===== config.mk =====
export PLATFORM = sky130hd
export DESIGN_NAME = data_mem_arbiter
export DESIGN_NICKNAME = d
export VERILOG_FILES = /design/src/rtl/dmem_pkg.sv /design/src/rtl/dmem_store_fmt.sv /design/src/rtl/data_mem_arbiter.sv
export SDC_FILE = /design/constraint.sdc
export NUM_CORES = 1
export LEC_CHECK = 0
export CAP_MARGIN = 10
export CORE_AREA = 3 3 117 119
export CTS_BUF_LIST = sky130_fd_sc_hd__clkbuf_16
export DETAILED_ROUTE_END_ITERATION = 7
export DIE_AREA = 0 0 120 122
export GPL_ROUTABILITY_DRIVEN = 0
export MAX_ROUTING_LAYER = met4
export PLACE_DENSITY = 0.65
export SLEW_MARGIN = 20
export SYNTH_ARGS = -nofsm -noshare
export SYNTH_HDL_FRONTEND = slang
export SYNTH_SLANG_ARGS = --single-unit
export TNS_END_PERCENT = 20

===== constraint.sdc =====
create_clock -name clk -period 2.66 [get_ports clk]
set_clock_uncertainty 0.05 [all_clocks]
set_input_delay 0.532 -clock clk [delete_from_list [all_inputs] [get_ports clk]]
set_output_delay 0.532 -clock clk [all_outputs]
set_load 0.03 [all_outputs]

===== src/rtl/dmem_pkg.sv =====
// rtl/dmem_pkg.sv - shared encodings and byte-lane helpers for the data memory arbiter
package dmem_pkg;

  typedef enum logic [1:0] {
    SZ_B = 2'b00,
    SZ_H = 2'b01,
    SZ_W = 2'b10,
    SZ_X = 2'b11
  } size_e;

  typedef enum logic {
    OWN_M0 = 1'b0,
    OWN_M1 = 1'b1
  } owner_e;

  typedef struct packed {
    logic   valid;
    owner_e owner;
    logic   is_load;
    logic   err;
  } resp_t;

  function automatic logic [3:0] lane_we(input logic [1:0] size, input logic [1:0] addr_lo);
    logic [3:0] we;
    case (size)
      SZ_B:    we = 4'b0001 << addr_lo;
      SZ_H:    we = 4'b0011 << addr_lo;
      SZ_W:    we = 4'b1111;
      default: we = 4'b0000;
    endcase
    return we;
  endfunction

  // Narrow stores are replicated so the enabled lanes always see the right bytes.
  function automatic logic [31:0] lane_wd(input logic [1:0] size, input logic [31:0] wdata);
    logic [31:0] wd;
    case (size)
      SZ_B:    wd = {4{wdata[7:0]}};
      SZ_H:    wd = {2{wdata[15:0]}};
      SZ_W:    wd = wdata;
      default: wd = 32'h0;
    endcase
    return wd;
  endfunction

endpackage


===== src/rtl/dmem_store_fmt.sv =====
// rtl/dmem_store_fmt.sv - combinational lane formatting and access check for the granted request
module dmem_store_fmt
  import dmem_pkg::*;
#(
  parameter logic [31:0] ADDR_LIMIT = 32'h0000_4000
) (
  input  logic        gnt,
  input  logic        we,
  input  logic [1:0]  size,
  input  logic [31:0] addr,
  input  logic [31:0] wdata,
  output logic [31:0] mem_a,
  output logic [31:0] mem_wd,
  output logic [3:0]  mem_we,
  output logic        err
);

  logic misaligned;
  logic out_of_range;

  always_comb begin
    misaligned   = ((size == SZ_H) && addr[0]) ||
                   ((size == SZ_W) && (addr[1:0] != 2'b00));
    out_of_range = (addr >= ADDR_LIMIT);
    err          = gnt && (misaligned || out_of_range || (size == SZ_X));
  end

  // A rejected store is still consumed, but must never touch the RAM.
  always_comb begin
    mem_a  = 32'h0;
    mem_wd = 32'h0;
    mem_we = 4'b0000;
    if (gnt) begin
      mem_a = {addr[31:2], 2'b00};
      if (we) begin
        mem_wd = lane_wd(size, wdata);
        if (!err) begin
          mem_we = lane_we(size, addr[1:0]);
        end
      end
    end
  end

endmodule


===== src/rtl/data_mem_arbiter.sv =====
// rtl/data_mem_arbiter.sv - two-master arbiter for DataRam port A with starvation guard
module data_mem_arbiter
  import dmem_pkg::*;
#(
  parameter int unsigned STARVE_MAX = 4,
  parameter logic [31:0] ADDR_LIMIT = 32'h0000_4000
) (
  input  logic        clk,
  input  logic        rst_n,
  input  logic        m0_req,
  input  logic        m0_we,
  input  logic [1:0]  m0_size,
  input  logic [31:0] m0_addr,
  input  logic [31:0] m0_wdata,
  output logic        m0_gnt,
  output logic        m0_rvalid,
  output logic [31:0] m0_rdata,
  output logic        m0_err,
  input  logic        m1_req,
  input  logic        m1_we,
  input  logic [1:0]  m1_size,
  input  logic [31:0] m1_addr,
  input  logic [31:0] m1_wdata,
  output logic        m1_gnt,
  output logic        m1_rvalid,
  output logic [31:0] m1_rdata,
  output logic        m1_err,
  output logic [31:0] mem_a,
  output logic [31:0] mem_wd,
  output logic [3:0]  mem_we,
  input  logic [31:0] mem_rd
);

  localparam logic [3:0] STARVE_LIM = 4'(STARVE_MAX);

  logic [3:0]  starve_cnt;
  logic        sel_m1;
  logic        win_gnt;
  logic        win_we;
  logic [1:0]  win_size;
  logic [31:0] win_addr;
  logic [31:0] win_wdata;
  logic        fmt_err;
  resp_t       resp;
  logic        rsp_live;
  logic [31:0] rsp_data;

  // m0 has priority; m1 only wins a contended cycle once it has waited STARVE_MAX cycles.
  always_comb begin
    sel_m1  = m1_req && (!m0_req || (starve_cnt == STARVE_LIM));
    win_gnt = rst_n && (m0_req || m1_req);
    m0_gnt  = rst_n && m0_req && !sel_m1;
    m1_gnt  = rst_n && sel_m1;
  end

  always_comb begin
    win_we    = sel_m1 ? m1_we    : m0_we;
    win_size  = sel_m1 ? m1_size  : m0_size;
    win_addr  = sel_m1 ? m1_addr  : m0_addr;
    win_wdata = sel_m1 ? m1_wdata : m0_wdata;
  end

  dmem_store_fmt #(
    .ADDR_LIMIT (ADDR_LIMIT)
  ) u_fmt (
    .gnt    (win_gnt),
    .we     (win_we),
    .size   (win_size),
    .addr   (win_addr),
    .wdata  (win_wdata),
    .mem_a  (mem_a),
    .mem_wd (mem_wd),
    .mem_we (mem_we),
    .err    (fmt_err)
  );

  always_ff @(posedge clk) begin
    if (!rst_n) begin
      starve_cnt <= 4'd0;
    end else if (m1_req && !m1_gnt) begin
      if (starve_cnt != STARVE_LIM) begin
        starve_cnt <= starve_cnt + 4'd1;
      end
    end else begin
      starve_cnt <= 4'd0;
    end
  end

  // Single response stage; its owner field doubles as the last-winner record.
  always_ff @(posedge clk) begin
    if (!rst_n) begin
      resp <= '{valid: 1'b0, owner: OWN_M0, is_load: 1'b0, err: 1'b0};
    end else begin
      resp <= '{valid:   win_gnt,
                owner:   sel_m1 ? OWN_M1 : OWN_M0,
                is_load: !win_we,
                err:     fmt_err};
    end
  end

  always_comb begin
    rsp_live  = rst_n && resp.valid;
    rsp_data  = (resp.is_load && !resp.err) ? mem_rd : 32'h0;
    m0_rvalid = rsp_live && (resp.owner == OWN_M0);
    m1_rvalid = rsp_live && (resp.owner == OWN_M1);
    m0_err    = m0_rvalid && resp.err;
    m1_err    = m1_rvalid && resp.err;
    m0_rdata  = m0_rvalid ? rsp_data : 32'h0;
    m1_rdata  = m1_rvalid ? rsp_data : 32'h0;
  end

endmodule


* Word-level counts from Yosys, hierarchy flattened
Cells that the tools add are included.
** Word-level totals
- Register bits :: 8
- Output and inout port bits :: 138
- Word-level logic and storage cells :: 59
** Operators by class
- Add/sub/neg operators :: 1
- $lt $le $gt $ge :: 1
- Equality and inequality tests :: 5
- Shift-type cells :: 2
- Muxes and demuxes :: 16
- Bitwise operators :: 1
- Reduce and logical (&&, ||, !) cells :: 28
** Operators with widths (number)
- 32-bit two-way mux :: 8
- 32-bit case mux with 3 select lines :: 1
- 32-bit by 15-bit greater-or-equal comparator with 1-bit output (second input constant) :: 1
- 1-bit logical AND :: 15
- 4-bit two-way mux :: 3
- 4-bit case mux with 3 select lines :: 1
- 1-bit zero test :: 5
- 1-bit logical OR :: 5
- 4-bit by 1-bit adder with 4-bit output (second input constant) :: 1
- 2-bit equality test (second input constant) :: 2
- 4-bit by 3-bit equality test with 1-bit output (second input constant) :: 1
- 4-bit by 3-bit inequality test with 1-bit output (second input constant) :: 1
- 1-bit by 2-bit left shift with 4-bit output (first input constant) :: 1
- 2-bit by 2-bit left shift with 4-bit output (first input constant) :: 1
- 2-bit by 1-bit equality test with 1-bit output (second input constant) :: 1
- 2-bit zero test :: 1
- 1-bit two-way mux :: 2
- 2-bit two-way mux :: 1
- 2-bit AND reduction :: 1
- 2-bit nonzero test :: 1
- 1-bit NOT :: 1

* Logic depth before layout (Yosys ltp)
- Depth after elaboration :: 13
- Depth in mapped cells :: 10
- Depth with buffers taken out :: 7

* Hierarchy
A second synthesis with hierarchy kept.
** Unflattened totals
- Cells, all modules :: 345
- Area total of the unflattened synthesis :: 2608.8 um^2
** By module, submodules not included
- data_mem_arbiter :: instances 1, cells each 193, area each 1700.4 um^2
- dmem_store_fmt :: instances 1, cells each 152, area each 908.4 um^2

* Worst setup path after synthesis
No wires, ideal clock.
- Path type :: register to output
- Start point :: reg starve_cnt[0]
- End point :: out mem_wd[20]
- Arrival time :: 2.346 ns
- Required time :: 2.078 ns
- Setup slack :: -0.268 ns
- Cell stages (with the launch flop) :: 9
- Path buffers :: 1
- Path through :: dfxtp_1 inv_1 ha_1 nand3b_1 a21bo_1 mux2_4 a311o_1 buf_2 nor3_1
** On the way
- Word-level cells in the longest chain between the ends :: 8
- Elaborated cells between the ends (all ways) :: 12
- Classes of those cells :: 3 x eq/ne; 6 x mux; 3 x reduce/logical
** RTL lines
- start, declared :: RTL line data_mem_arbiter.sv:36 : logic [3:0] starve_cnt;
- start signal, assigned :: RTL line data_mem_arbiter.sv:82 : starve_cnt <= starve_cnt + 4'd1;
- 4-bit by 3-bit equality test with 1-bit output (*) :: RTL line data_mem_arbiter.sv:50 : sel_m1 = m1_req && (!m0_req || (starve_cnt == STARVE_LIM));
- 1-bit logical OR (*) :: RTL line data_mem_arbiter.sv:50
- 1-bit logical AND (*) :: RTL line data_mem_arbiter.sv:50
- 2-bit two-way mux :: RTL line data_mem_arbiter.sv:58 : win_size = sel_m1 ? m1_size : m0_size;
- 2-bit equality test, or another cell as far along :: RTL line dmem_pkg.sv:37 : case (size)
- 32-bit case mux with 3 select lines :: RTL line dmem_pkg.sv:37
- 32-bit two-way mux (*) :: RTL line dmem_store_fmt.sv:35 : if (we) begin
- 32-bit two-way mux (*) :: RTL line dmem_store_fmt.sv:33 : if (gnt) begin
- end, declared :: RTL line data_mem_arbiter.sv:29 : output logic [31:0] mem_wd,
Every way passes the cells marked *; elsewhere a longest branch is shown, timed or not.

* Worst setup path after layout
- Start point :: in m0_addr[20]
- End point :: out mem_we[3]
** On the way
- Word-level cells in the longest chain between the ends :: 8
** RTL lines
- start, declared :: RTL line data_mem_arbiter.sv:13 : input logic [31:0] m0_addr,
- 32-bit two-way mux :: RTL line data_mem_arbiter.sv:59 : win_addr = sel_m1 ? m1_addr : m0_addr;
- 32-bit by 15-bit greater-or-equal comparator with 1-bit output :: RTL line dmem_store_fmt.sv:24 : out_of_range = (addr >= ADDR_LIMIT);
- 1-bit logical OR (2 in series) :: RTL line dmem_store_fmt.sv:25 : err = gnt && (misaligned || out_of_range || (size == SZ_X));
- 1-bit logical AND :: RTL line dmem_store_fmt.sv:25
- 4-bit two-way mux :: RTL line dmem_store_fmt.sv:37 : if (!err) begin
- 4-bit two-way mux :: RTL line dmem_store_fmt.sv:35
- 4-bit two-way mux :: RTL line dmem_store_fmt.sv:33
- end, declared :: RTL line data_mem_arbiter.sv:30 : output logic [3:0] mem_we,
Every way passes these cells.

==> impl_metrics.yaml <==
min_path:
  min_path_cells: 2
  hold_start: "starve_cnt[0]"
  hold_path_class: "register to register"
finish:
  diodes: 0
  fin_cells: 949
  num-nets-final: 951
  syn_to_final_growth_pct: 152.6
  drive_above_1_share: 0.3565
worst_setup_path:
  end_kind: "primary output"
  critPathLaunchType: "input pin"
  r2r_start: "starve_cnt[1]"
  startpoint: "m0_addr[20]"
  r2r_cells: 10
  arrival_ns: 2.40
  cp_max_fo: 4
  crit_required_ns: 2.08
  setup.worst_path.class: "input pin to primary output"
  r2r_slack_ns: 0.68
timing:
  fin_setup_tns_ns: -5.370
  rsz0062_at_grt: "true"
  fin_crit_sh: 1.121
  fmax_ghz: 0.3353
  slew_violations: 0
  setup_viol: 28
  worst_slack_ns: -0.3222
  finalHoldViolCount: 0
  fin_crit_ns: 2.982
yosys:
  syn_inst: 452
  synth_warnings: 0
  synthTopCellsByArea: "and3_1, nand2_1, a21oi_1, dfxtp_1, clkbuf_1"
  synth_area_um2: 2552
  synthFlopType: "dfxtp_1"
  synth.distinct_cells: 41
  synthMostInstantiatedCell: "nand2_1"
  synth_edf_count: 0
  async_reset_ff_frac: 0
  avgSynthCellArea_um2: 5.647
  ys_seq_area_frac: 0.06275
  netlist.area_leader.share: 0.1667
  yosysTopAreaCell: "and3_1"
  synth.top_cells.by_count: "nand2_1, and3_1, a21oi_1"
  synth-seq-cells: 8
power_and_ir_drop:
  p_per_area_nw_per_um2: 202.3
  p_total_w: 0.001304
  p_leak_nw: 3.048
  irDropWorstVdd_mv: 0.1300
global_route:
  grt_max_degree: 65
  met1_usage: 0.2178
  grt_overflow_total: 0
  grt_pass1_wl_mm: 22.79
  met3_usage: 0.03435
  grt_most_used_layer: "met2"
  grt_use_met2: 0.3667
  antenna_found_initial: 0
  track_usage: 0.1964
  grt_pass1_vias: 4523
drt:
  drc: 0
  drt_iter0_markers: 176
  routed_wl_mm: 15.96
  viasPerCell: 4.987
  vias: 4733
  final_antenna_net_count: 0
  wl_per_cell_um: 16.81
  firstDrtPassIters: 7
cts:
  cts_htree_levels: 1
  root_buffer: "clkbuf_16"
  path_clk_slew_ns: 0.03
  cts.path.max_buffers: 2
  cts_sinks: 8
  cts_buffers: 3
  insertion_delay_ns: 0.23
  ctsHoldBuffers: 0
  cts_tree: "done"
floorplanning:
  ios: 308
  rows: 41
  start_util: 0.2014
  fp.dieH_um: 122
  fp.dieArea_um2: 14640
  die_x_um: 120
  core_area_um2: 12670
placed_design:
  dp_hpwl_mm: 12.71
  port-buffer-count: 305
  dp_cells: 938
run_status:
  violations: "negative setup slack"
  run_status: "finished, violations left"
job:
  max_cap_violations: 0
worst paths after layout:
check	end
max reg2reg	resp[0]
min reg2reg	starve_cnt[0]
max	mem_we[3]
min	starve_cnt[0]
kinds of logic after synthesis:
| kind of cell | count (synthesis) | synth area share |
|---|---|---|
| simple gates | 252 | 0.4892 |
| compound gates | 122 | 0.2976 |
| buf+inv | 55 | 0.08872 |
| mux | 11 | 0.04706 |
| flops | 8 | 0.06274 |
| fa+ha+maj | 2 | 0.009802 |
| other cells | 1 | 0.001469 |
| xor+xnor | 1 | 0.003432 |
through the flow:
stage,utilization,instance area [um2],setup slack [ns],hold slack (ns)
3_3_place_gp,0.4677,5926,-0.6686,0.4364
2_1_floorplan,-,2597,-0.2284,0.3797
5_1_grt,0.5089,6449,-0.4086,0.4788
3_5_place_dp,0.4677,5926,-0.6722,0.4509
4_1_cts,0.4926,6242,-0.2947,0.4611
6_report,0.5089,6449,-0.3222,0.4626
worst max-delay path, cell delays in order:
cell and delay [ns]:
clkdlybuf4s50_1 0.42, nor4_1 0.26, and3_1 0.25, nand4_1 0.15, o2bb2a_4 0.27, a311oi_2 0.24, buf_4 0.15, buf_12 0.11
layer usage:
| layer | routed length [um] | part of all wire | vias up |
|---|---|---|---|
| met4 | 385 | 0.024 | 0 |
| met5 | 0 | 0 | - |
| li1 | - | - | 2283 |
| met3 | 1336 | 0.084 | 27 |
| met1 | 6013 | 0.38 | 2160 |
| met2 | 8222 | 0.52 | 263 |
area by class of cell:
class	count	area, um2
multi-input combinational	390	2487
clock buffer	3	75.07
sequential	8	162.7
fill	1219	6222
tap	172	215.2
timing repair buffer	370	3486
inverter	6	22.52
state kept, by name, summed over array words and instances, names as in the netlist:
name,cells
starve_cnt,4
resp,4
report_power, final:
group	leakage, nW	switching (W)	internal [W]	total [W]
Sequential	0.0667	0.00000249	0.000125	0.000128
Combinational	2.94	0.000463	0.000461	0.000924
Clock	0.0370	0.0000587	0.000194	0.000252
Total	3.05	0.000524	0.000780	0.00130
layout by cell type, fill, tap and decap left out, drive strengths merged, types with 12 or more instances in the layout:
cell type	synthesis	routed
nand2	92	92
nor3	21	21
and3	68	68
nor2b	13	13
dlygate4sd2	0	15
nand3	20	20
o21ai	19	19
clkdlybuf4s50	0	144
buf	8	200
nor2	23	23
a21oi	56	56
a31oi	12	12
repair_timing:
action	in CTS	in global routing
pin swaps	19	16
gates cloned	1	0
buffers inserted	2	5
gates resized for setup	71	39
setup endpoints to repair	37	34
(Power assumes the default switching activity.)
